File: config.mk
export PLATFORM = sky130hd
export DESIGN_NAME = eeprom_fetch
export DESIGN_NICKNAME = d
export VERILOG_FILES = /design/src/rtl/eeprom_fetch.sv
export SDC_FILE = /design/constraint.sdc
export NUM_CORES = 1
export LEC_CHECK = 0
export BUFFER_PORTS_ARGS = -buffer_cell sky130_fd_sc_hd__buf_2
export CAP_MARGIN = 20
export CORE_ASPECT_RATIO = 1.25
export CORE_MARGIN = 5
export CORE_UTILIZATION = 59
export CTS_BUF_LIST = sky130_fd_sc_hd__clkbuf_8
export DETAILED_ROUTE_END_ITERATION = 8
export GPL_TIMING_DRIVEN = 0
export PLACE_DENSITY = 0.87
export SYNTH_ARGS = -nofsm -noshare
export SYNTH_HDL_FRONTEND = slang
export SYNTH_SLANG_ARGS = --single-unit
File: constraint.sdc
create_clock -name CLK -period 6 [get_ports CLK]
set_input_delay 0.3 -clock CLK [delete_from_list [all_inputs] [get_ports CLK]]
set_output_delay 0.3 -clock CLK [all_outputs]
set_load 0.1 [all_outputs]
File: src/rtl/eeprom_fetch.sv
// Burst reader for a parallel EEPROM: fetches BYTES consecutive bytes per word,
// assembles them little-endian and presents each word on a valid/ready handshake.
module eeprom_fetch #(
  parameter int DEPTH       = 2,
  parameter int WIDTH       = 8,
  parameter int BYTES       = 2,
  parameter int WAIT_CYCLES = 1
) (
  input  logic                   CLK,
  input  logic                   N_RST,
  input  logic                   START,
  input  logic [DEPTH-1:0]       BASE_ADDR,
  input  logic [7:0]             COUNT,
  input  logic                   ABORT,
  output logic [DEPTH-1:0]       ROM_ADDR,
  output logic                   ROM_N_OE,
  input  logic [WIDTH-1:0]       ROM_DATA,
  output logic [WIDTH*BYTES-1:0] OUT_WORD,
  output logic                   OUT_VALID,
  input  logic                   OUT_READY,
  output logic                   BUSY,
  output logic                   DONE
);

  typedef enum logic [1:0] {
    IDLE    = 2'd0,
    READ    = 2'd1,
    PRESENT = 2'd2,
    FINISH  = 2'd3
  } state_t;

  localparam logic [3:0] WAIT_LAST = 4'(WAIT_CYCLES);
  localparam logic [1:0] BYTE_LAST = 2'(BYTES - 1);

  state_t                 state_q, state_d;
  logic [DEPTH-1:0]       addr_q, addr_d;
  logic [7:0]             count_q, count_d;
  logic [1:0]             byte_q, byte_d;
  logic [3:0]             wait_q, wait_d;
  logic [WIDTH*BYTES-1:0] word_q, word_d;

  always_ff @(posedge CLK or negedge N_RST) begin
    if (!N_RST) begin
      state_q <= IDLE;
      addr_q  <= '0;
      count_q <= '0;
      byte_q  <= '0;
      wait_q  <= '0;
      word_q  <= '0;
    end else begin
      state_q <= state_d;
      addr_q  <= addr_d;
      count_q <= count_d;
      byte_q  <= byte_d;
      wait_q  <= wait_d;
      word_q  <= word_d;
    end
  end

  always_comb begin
    state_d = state_q;
    addr_d  = addr_q;
    count_d = count_q;
    byte_d  = byte_q;
    wait_d  = wait_q;
    word_d  = word_q;
    if (ABORT) begin
      state_d = IDLE;
      byte_d  = '0;
      wait_d  = '0;
    end else begin
      case (state_q)
        IDLE: begin
          if (START) begin
            addr_d  = BASE_ADDR;
            count_d = COUNT;
            byte_d  = '0;
            wait_d  = '0;
            state_d = (COUNT != 8'd0) ? READ : FINISH;
          end
        end
        READ: begin
          // Data is only trusted on the edge closing the last access cycle.
          if (wait_q == WAIT_LAST) begin
            for (int k = 0; k < BYTES; k++) begin
              if (byte_q == 2'(k)) word_d[WIDTH*k +: WIDTH] = ROM_DATA;
            end
            addr_d = addr_q + DEPTH'(1);
            wait_d = '0;
            if (byte_q == BYTE_LAST) begin
              byte_d  = '0;
              state_d = PRESENT;
            end else begin
              byte_d = byte_q + 2'd1;
            end
          end else begin
            wait_d = wait_q + 4'd1;
          end
        end
        PRESENT: begin
          if (OUT_READY) begin
            count_d = count_q - 8'd1;
            state_d = (count_q == 8'd1) ? FINISH : READ;
          end
        end
        FINISH:  state_d = IDLE;
        default: state_d = IDLE;
      endcase
    end
  end

  assign ROM_ADDR  = addr_q;
  assign ROM_N_OE  = (state_q != READ);
  assign OUT_WORD  = word_q;
  assign OUT_VALID = (state_q == PRESENT);
  assign BUSY      = (state_q == READ) || (state_q == PRESENT);
  assign DONE      = (state_q == FINISH);

endmodule
==> flow_metrics.py, run 1 <==
metrics = {
    "global_route": {
        "track_usage_pct": 20.13,
        "grt_first_pass_wirelength_mm": 6.637,
        "grt_max_degree": 35,
        "grt_pass1_vias": 1552,
        "antenna_found_initial": 0,
        "overflow": 0,
    },
    "drt": {
        "vias_per_cell": 6.051,
        "first_pass_iters": 4,
        "antenna_left": 0,
        "drc": 0,
        "drtIter0Drc": 62,
        "vias": 1549,
        "wl_per_cell_um": 16.04,
        "routed_wl_mm": 4.105,
    },
    "pwr": {
        "power.density_nw_per_um2": 536.2,
        "p_switching_mw": 0.6230,
        "leakagePower_nw": 1.098,
        "p_clk_share_pct": 13.5,
        "ir_drop_mv": 0.4247,
        "internal-power_mw": 0.5425,
        "p_comb_share_pct": 56.2,
        "seqPwrFrac_pct": 30.3,
        "power.share.switching_pct": 53.45,
    },
    "place": {
        "place_congestion": 0.8995,
        "dp_hpwl_mm": 2.967,
        "pre_cts_slack_ps": 3891,
        "place_area_um2": 2095,
        "port_buffers": 44,
    },
    "clocking": {
        "worst_skew_pair.late_latency_ps": 290,
        "cts_tree": "done",
        "cts_max_level": 2,
        "cts_root_buf": "clkbuf_8",
        "clkTransAtPathRegs_ps": 70,
        "cts_made_buffers": 5,
        "cts_buffer_depth": 2,
        "cts.sinks": 34,
        "cts_setup_buffers": 0,
        "cts_resized": 0,
        "ctsHoldBuffers": 0,
    },
    "setup_path": {
        "crit_type": "flip-flop to flip-flop",
        "regToRegSetupSlack_ps": 3830,
        "critPathRequiredTime_ps": 6170,
        "cp_max_fo": 10,
        "cp-end-kind": "flip-flop",
        "crit_path_end": "count_q[7]$_DFFE_PN0P_",
        "r2r_start": "state_q[0]$_DFFE_PN0P_",
        "arrival_ps": 2340,
        "r2r_cells": 6,
        "r2r_end": "count_q[7]$_DFFE_PN0P_",
        "critPathLaunchType": "flip-flop",
        "startpoint": "state_q[0]$_DFFE_PN0P_",
    },
    "flow_run": {
        "drv_cap": 0,
    },
    "synth": {
        "postSynthCellCount": 169,
        "yosysUniqueCellTypes": 42,
        "ys_warn_count": 0,
        "synth.most_common_cell": "dfrtp_1",
        "synthTopCellsByArea": "dfrtp_1 (47%), mux2_4 (6.6%), mux2_2 (5.5%)",
        "synth_top_family_by_area": "simple AND/OR/NAND/NOR gates",
        "synthAdderAreaFrac_pct": 5.472,
        "syn_area_um2": 1829,
        "synth_common_cells": "dfrtp_1 (34), nor2_1 (13), a21oi_1 (11), nand2_1 (10)",
        "synth-xor-area-share_pct": 0,
        "synthMuxAreaShare_pct": 13.75,
        "synth-simple-area-share_pct": 15.46,
        "synth_largest_area_cell": "dfrtp_1",
        "synth_compound_area_share_pct": 14.84,
        "async_flop_share_pct": 100.0,
        "ys.flop_type": "dfrtp_1",
        "synth_seq_cells": 34,
        "yosysTopAreaCellShare_pct": 46.51,
        "avgSynthCellArea_um2": 10.82,
        "postSynthNetCount": 200,
        "seq_area_frac_synth_pct": 46.51,
        "synth_edf_count": 0,
    },
    "floorplanning": {
        "die_y_um": 72.26,
        "rows": 22,
        "ios": 45,
        "dieArea_um2": 4321,
        "dieWidth_um": 59.81,
        "initial_core_util_pct": 61.53,
        "core_um2": 2973,
    },
    "timing": {
        "tns_ps": 0,
        "whs_ps": 62.90,
        "final.setup_skew_ps": 6.437,
        "relSlewSlack_pct": 51.66,
        "finalWorstSetupSlack_ps": 3831,
        "min_period_over_period_pct": 36.15,
        "grt_setup_unrepaired": "false",
        "finalSetupViolations": 0,
        "hold_violations": 0,
        "slew_viol_final": 0,
        "tightest_slew_ps": 725.1,
        "max_freq_mhz": 461.0,
        "fin_crit_ps": 2169,
    },
    "run_status": {
        "outcome": "complete, no violations",
    },
    "finish": {
        "antennaDiodeCount": 0,
        "syn_to_final_growth_pct": 18.81,
        "drive_gt1_share_pct": 33.64,
        "finalInstanceArea_um2": 2173,
        "nets": 251,
    },
    "hold_path": {
        "holdCritPathClass": "primary input to async pin",
    },
}
how the worst min path moves through the flow:
stage | from | to | slack [ps] | cells after the start
2_1_floorplan | N_RST | OUT_WORD[0]$_DFFE_PN0P_ | 4 | 0
3_3_place_gp | N_RST | OUT_WORD[2]$_DFFE_PN0P_ | 400 | 1
3_5_place_dp | N_RST | OUT_WORD[2]$_DFFE_PN0P_ | 400 | 1
4_1_cts | N_RST | OUT_WORD[2]$_DFFE_PN0P_ | 90 | 1
5_1_grt | N_RST | count_q[4]$_DFFE_PN0P_ | 130 | 1
6_report | N_RST | OUT_WORD[10]$_DFFE_PN0P_ | 60 | 1
layout by cell type (no fill, tap or decap), types with 3 or more instances in the layout:
| master | instances |
|---|---|
| clkbuf_8 | 5 |
| a21oi_1 | 11 |
| nor4_1 | 4 |
| ha_1 | 8 |
| or3_1 | 4 |
| dfrtp_1 | 34 |
| clkbuf_1 | 5 |
| inv_1 | 9 |
| mux2i_1 | 3 |
| o21ai_0 | 7 |
| nand2_1 | 10 |
| nor2_1 | 13 |
| nand3_1 | 3 |
| nor3_1 | 3 |
| mux2_4 | 8 |
| o22a_1 | 6 |
| buf_2 | 45 |
| mux2_2 | 9 |
final cells by class:
| type | count | area [µm²] |
|---|---|---|
| tap | 36 | 45.04 |
| clock buffer | 5 | 68.82 |
| multi-input combinational | 118 | 905.9 |
| fill | 201 | 799.5 |
| buffer | 8 | 38.79 |
| sequential | 34 | 850.8 |
| inverter | 9 | 33.78 |
| clock inverter | 2 | 10.01 |
| timing repair buffer | 44 | 220.2 |
per-stage QoR:
step / cells / total power, mW / utilization [%]
global placement: 249 / 0.9746 / 70.45
floorplan: 169 / 0.8841 / -
detailed placement: 249 / 1.001 / 70.45
CTS: 256 / 1.163 / 73.11
global route: 256 / 1.221 / 73.11
finish: 256 / 1.165 / 73.11
cells by family after synthesis:
group / after synthesis
buffers and inverters: 17
AOI/OAI and AO/OA: 40
and+or+nand+nor: 50
muxes: 20
DFF: 34
adders and majority gates: 8
worst max-delay path: stages (launching register included):
cell and delay [ps]:
dfrtp_1 420, inv_1 80, ha_1 270, o2111ai_1 570, clkbuf_1 450, a2bb2oi_1 140, o311ai_0 120
power groups by stage:
stage                     clock network [mW]  logic [mW]  registers (mW)
after floorplan                            0       0.328           0.556
after global placement                     0       0.628           0.347
after detailed placement                   0       0.646           0.354
after CTS                              0.161       0.652           0.351
after global routing                   0.171       0.690           0.360
final                                  0.158       0.655           0.353
routing by layer:
layer,track usage [%],up-vias,routed length (µm),share of wire (%)
met5,0,-,0,0
met4,10.59,0,94,2.3
met3,6.940,11,429,10
met2,30.77,80,1913,47
met1,24.71,738,1668,41
li1,-,720,-,-
flip-flops by register name (all words and copies together), names as in the netlist:
signal    count
OUT_WORD     16
count_q       8
byte_q        2
wait_q        4
ROM_ADDR      2
state_q       2
Note: power is estimated with default switching activity, not from simulation.
==> run 2: changes to the inputs <==
Settings changed: CORE_UTILIZATION 59 to 55, PLACE_DENSITY 0.87 to 0.82.
Clock period 6 ns to 2.1 ns, I/O delays scaled along.
==> flow_metrics.py, run 2 (synthesized netlist as in run 1, its figures left out) <==
metrics = {
    "setup_path": {
        "arrival_ps": 2190,
        "critPathLaunchType": "flip-flop",
        "cp-end-kind": "flip-flop",
        "crit_type": "flip-flop to flip-flop",
        "critPathRequiredTime_ps": 2260,
        "regToRegSetupSlack_ps": 70,
        "cp_max_fo": 8,
    },
    "place": {
        "place_area_um2": 2100,
        "place_congestion": 0.8024,
        "port_buffers": 44,
        "dp_hpwl_mm": 2.815,
    },
    "finish": {
        "regArea_um2": 852.1,
        "drive_gt1_share_pct": 36.94,
        "final_cell_mix": "buf_2 (44), dfrtp_1 (33), nor2_1 (13), a21oi_1 (11), nand2_1 (10)",
        "postLayoutCoreUtil_pct": 70.26,
        "final_common_cell": "buf_2",
        "fillCellCount": 249,
        "largest_reg_flops": 16,
        "multi_input_area_um2": 917.1,
        "syn_to_final_growth_pct": 23.80,
        "antennaDiodeCount": 0,
        "finalInstanceArea_um2": 2265,
        "nets": 252,
    },
    "global_route": {
        "track_usage_pct": 17.97,
        "grt_first_pass_wirelength_mm": 6.244,
        "antenna_found_initial": 0,
        "grt_max_degree": 35,
        "overflow": 0,
        "grt_pass1_vias": 1426,
    },
    "clocking": {
        "worst_skew_pair.late_latency_ps": 280,
        "cts_made_buffers": 5,
        "cts_tree": "done",
        "cts_buffer_depth": 2,
        "clkTransAtPathRegs_ps": 70,
        "cts.sinks": 34,
        "cts_root_buf": "clkbuf_8",
        "cts_max_level": 2,
    },
    "drt": {
        "drc": 0,
        "vias": 1482,
        "met2WireLength_mm": 2.001,
        "top_layer_used": "met4",
        "met3_length_um": 203,
        "wl_met1_mm": 1.549,
        "antenna_left": 0,
        "first_pass_iters": 4,
        "drtIter0Drc": 45,
        "vias_per_cell": 5.722,
        "wl_per_cell_um": 14.65,
        "routed_wl_mm": 3.794,
    },
    "timing": {
        "final.setup_skew_ps": 3.752,
        "hold_violations": 0,
        "tns_ps": 0,
        "slew_viol_final": 0,
        "tightest_slew_ps": 747.6,
        "whs_ps": 60.80,
        "max_freq_mhz": 492.7,
        "finalSetupViolations": 0,
        "min_period_over_period_pct": 96.66,
        "fin_crit_ps": 2030,
        "grt_setup_unrepaired": "false",
        "relSlewSlack_pct": 50.16,
    },
    "hold_path": {
        "holdCritPathClass": "primary input to flip-flop",
    },
    "floorplanning": {
        "initial_core_util_pct": 56.75,
        "ios": 45,
        "die_y_um": 74.48,
        "dieWidth_um": 61.58,
        "rows": 23,
        "dieArea_um2": 4586,
        "core_um2": 3223,
    },
    "pwr": {
        "power.density_nw_per_um2": 1570,
        "ir_drop_mv": 1.338,
        "leakagePower_nw": 1.135,
        "p_total_mw": 3.556,
    },
    "run_status": {
        "outcome": "complete, no violations",
    },
    "flow_run": {
        "drv_cap": 0,
    },
}
[run 2: cell count changes in the layout (fill, tap and decap cells not counted), sizes merged]
cell / previous run / this run
dlygate4sd3: 0 / 1
clkbuf: 10 / 11
buf: 47 / 46
clkinv: 2 / 1
bufinv: 0 / 2
[run 2: metal layers]
layer	GRT usage [%]	vias to the layer above
met5	0	-
met3	4.861	7
met2	30.62	42
li1	-	722
met1	22.30	711
met4	4.481	0
[run 2: area by class of cell]
cell class | count | area share [%]
multi-input cells | 118 | 40.50
flip-flops and latches | 34 | 37.62
repair buffers | 46 | 10.50
clock buffers | 5 | 3.039
clock inverters | 3 | 3.039
well taps | 37 | 2.044
plain buffers | 7 | 1.768
inverters | 9 | 1.492
[run 2: timing repair]
action / CTS / global route
buffers inserted: 0 / 1
endpoints found under the setup margin: 0 / 22
endpoints found under the hold margin: 34 / 0
resized for setup: 0 / 6
hold buffers: 1 / 0
[run 2: path summary, 6_finish.rpt]
path / cells after the start / start / endpoint
worst max-delay path: 6 / wait_q[1]$_DFFE_PN0P_ / OUT_WORD[3]$_DFFE_PN0P_
worst min-delay path: 2 / ROM_DATA[0] / OUT_WORD[0]$_DFFE_PN0P_
worst max register to register: 6 / wait_q[1]$_DFFE_PN0P_ / OUT_WORD[3]$_DFFE_PN0P_
worst min register to register: 1 / OUT_WORD[14]$_DFFE_PN0P_ / OUT_WORD[14]$_DFFE_PN0P_
max in group asynchronous: 2 / N_RST / ROM_ADDR[0]$_DFFE_PN0P_
min in group asynchronous: 2 / N_RST / count_q[3]$_DFFE_PN0P_
[run 2: critical path, stage by stage (launching register included)]
cell     delay, ps
dfrtp_1        390
inv_1           60
ha_2           180
or3b_4         390
or4_4          420
buf_6          160
mux2_4         300
[run 2: report_power, final]
| group | internal (mW) | switching, mW |
|---|---|---|
| combinational | 0.504 | 1.34 |
| clock | 0.475 | 0.237 |
| sequential | 0.839 | 0.160 |
| total | 1.82 | 1.74 |
[run 2: through the flow]
step | worst slack (ps) | cells
6_report | 70.19 | 259
5_1_grt | 1.851 | 259
4_1_cts | 22.52 | 259
3_3_place_gp | 66.32 | 250
2_1_floorplan | 25.48 | 169
3_5_place_dp | 54.18 | 250
==> run 3: changes to the inputs <==
Settings changed: RECOVER_POWER set to 25.
==> flow_metrics.py, run 3 (synthesized netlist as in run 1, its figures left out) <==
metrics = {
    "clocking": {
        "cts_max_level": 2,
        "worst_skew_pair.late_latency_ps": 280,
        "cts.sinks": 34,
        "cts_root_buf": "clkbuf_8",
        "clkTransAtPathRegs_ps": 70,
        "cts_tree": "done",
        "cts_buffer_depth": 2,
        "cts_made_buffers": 5,
    },
    "finish": {
        "nets": 252,
        "largest_reg_flops": 16,
        "final_cell_mix": "buf_2 (43), dfrtp_1 (33), nor2_1 (13), a21oi_1 (11), nand2_1 (10)",
        "antennaDiodeCount": 0,
        "drive_gt1_share_pct": 36.94,
        "final_common_cell": "buf_2",
        "postLayoutCoreUtil_pct": 70.26,
        "syn_to_final_growth_pct": 23.80,
    },
    "setup_path": {
        "critPathLaunchType": "flip-flop",
        "r2r_start": "wait_q[1]$_DFFE_PN0P_",
        "regToRegSetupSlack_ps": 70,
        "cp-end-kind": "flip-flop",
        "crit_type": "flip-flop to flip-flop",
        "critPathRequiredTime_ps": 2270,
        "arrival_ps": 2200,
        "startpoint": "wait_q[1]$_DFFE_PN0P_",
        "cp_max_fo": 8,
    },
    "drt": {
        "vias_per_cell": 5.710,
        "routed_wl_mm": 3.795,
        "drc": 0,
        "vias": 1479,
        "wl_per_cell_um": 14.65,
        "drtIter0Drc": 45,
        "antenna_left": 0,
        "first_pass_iters": 4,
    },
    "timing": {
        "tns_ps": 0,
        "relSlewSlack_pct": 44.32,
        "fin_crit_ps": 2032,
        "max_freq_mhz": 492.2,
        "min_period_over_period_pct": 96.74,
        "hold_violations": 0,
        "final.setup_skew_ps": 3.752,
        "grt_setup_unrepaired": "false",
        "slew_viol_final": 0,
        "tightest_slew_ps": 835.2,
        "finalSetupViolations": 0,
    },
    "pwr": {
        "p_total_mw": 3.557,
        "power.density_nw_per_um2": 1571,
        "ir_drop_mv": 1.339,
        "leakagePower_nw": 1.135,
    },
    "flow_run": {
        "drv_cap": 0,
    },
    "place": {
        "place_congestion": 0.8024,
        "dp_hpwl_mm": 2.815,
        "port_buffers": 44,
    },
    "global_route": {
        "grt_first_pass_wirelength_mm": 6.244,
        "grt_max_degree": 35,
        "grt_pass1_vias": 1426,
        "track_usage_pct": 17.97,
        "overflow": 0,
        "antenna_found_initial": 0,
    },
    "floorplanning": {
        "dieArea_um2": 4586,
        "initial_core_util_pct": 56.75,
        "die_y_um": 74.48,
        "core_um2": 3223,
        "dieWidth_um": 61.58,
        "rows": 23,
        "ios": 45,
    },
    "run_status": {
        "outcome": "complete, no violations",
    },
    "hold_path": {
        "holdCritStartpoint": "ROM_DATA[0]",
        "holdCritPathClass": "primary input to flip-flop",
    },
}
-- run 3: changes by cell type in the layout (fill, tap and decap cells not counted), sizes merged --
| cell | previous run | this run |
|---|---|---|
| buf | 46 | 45 |
| clkbuf | 11 | 12 |
-- run 3: layout make-up --
cell class,count,area (µm²)
Buffer,7,40.04
Fill cell,249,958.4
Clock inverter,3,68.82
Sequential cell,34,852.1
Clock buffer,5,68.82
Timing Repair Buffer,46,237.7
Multi-Input combinational cell,118,917.1
Tap cell,37,46.29
Inverter,9,33.78
-- run 3: stage by stage --
step / cells / instance area (µm²) / setup WS (ps) / hold slack [ps]
final: 259 / 2265 / 68.36 / 60.67
after global routing: 259 / 2265 / 1.851 / 59.95
after CTS: 259 / 2247 / 22.52 / 50.41
after detailed placement: 250 / 2100 / 54.18 / 218.7
after global placement: 250 / 2100 / 66.32 / 212.7
after floorplan: 169 / 1833 / 25.48 / -190.6
-- run 3: report_power, final --
group / total (mW) / switching [mW] / internal, mW
clock network: 0.713 / 0.238 / 0.475
logic: 1.84 / 1.34 / 0.504
registers: 0.999 / 0.160 / 0.839
-- run 3: final timing paths --
path,to,cells after the start
min in group asynchronous,count_q[3]$_DFFE_PN0P_,2
setup / recovery,OUT_WORD[3]$_DFFE_PN0P_,6
hold reg to reg,OUT_WORD[14]$_DFFE_PN0P_,1
setup reg to reg,OUT_WORD[3]$_DFFE_PN0P_,6
hold / removal,OUT_WORD[0]$_DFFE_PN0P_,2
max in group asynchronous,ROM_ADDR[0]$_DFFE_PN0P_,2
-- run 3: layer usage --
| metal | routed length, µm | global-route usage, % | vias to the layer above |
|---|---|---|---|
| met5 | 0 | 0 | - |
| met4 | 40 | 4.481 | 0 |
| met3 | 190 | 4.861 | 7 |
| met2 | 2001 | 30.62 | 37 |
| met1 | 1562 | 22.30 | 713 |
| li1 | - | - | 722 |
-- run 3: worst max-delay path, stage by stage, from the launching register on --
cell	delay (ps)
dfrtp_1	390
inv_1	60
ha_2	190
or3b_4	390
or4_4	420
buf_6	160
mux2_4	300
-- run 3: what timing repair did --
| action | CTS | global route |
|---|---|---|
| resized for setup | 0 | 6 |
| endpoints found under the hold margin | 34 | 0 |
| hold buffers | 1 | 0 |
| buffers inserted | 0 | 1 |
| endpoints found under the setup margin | 0 | 22 |
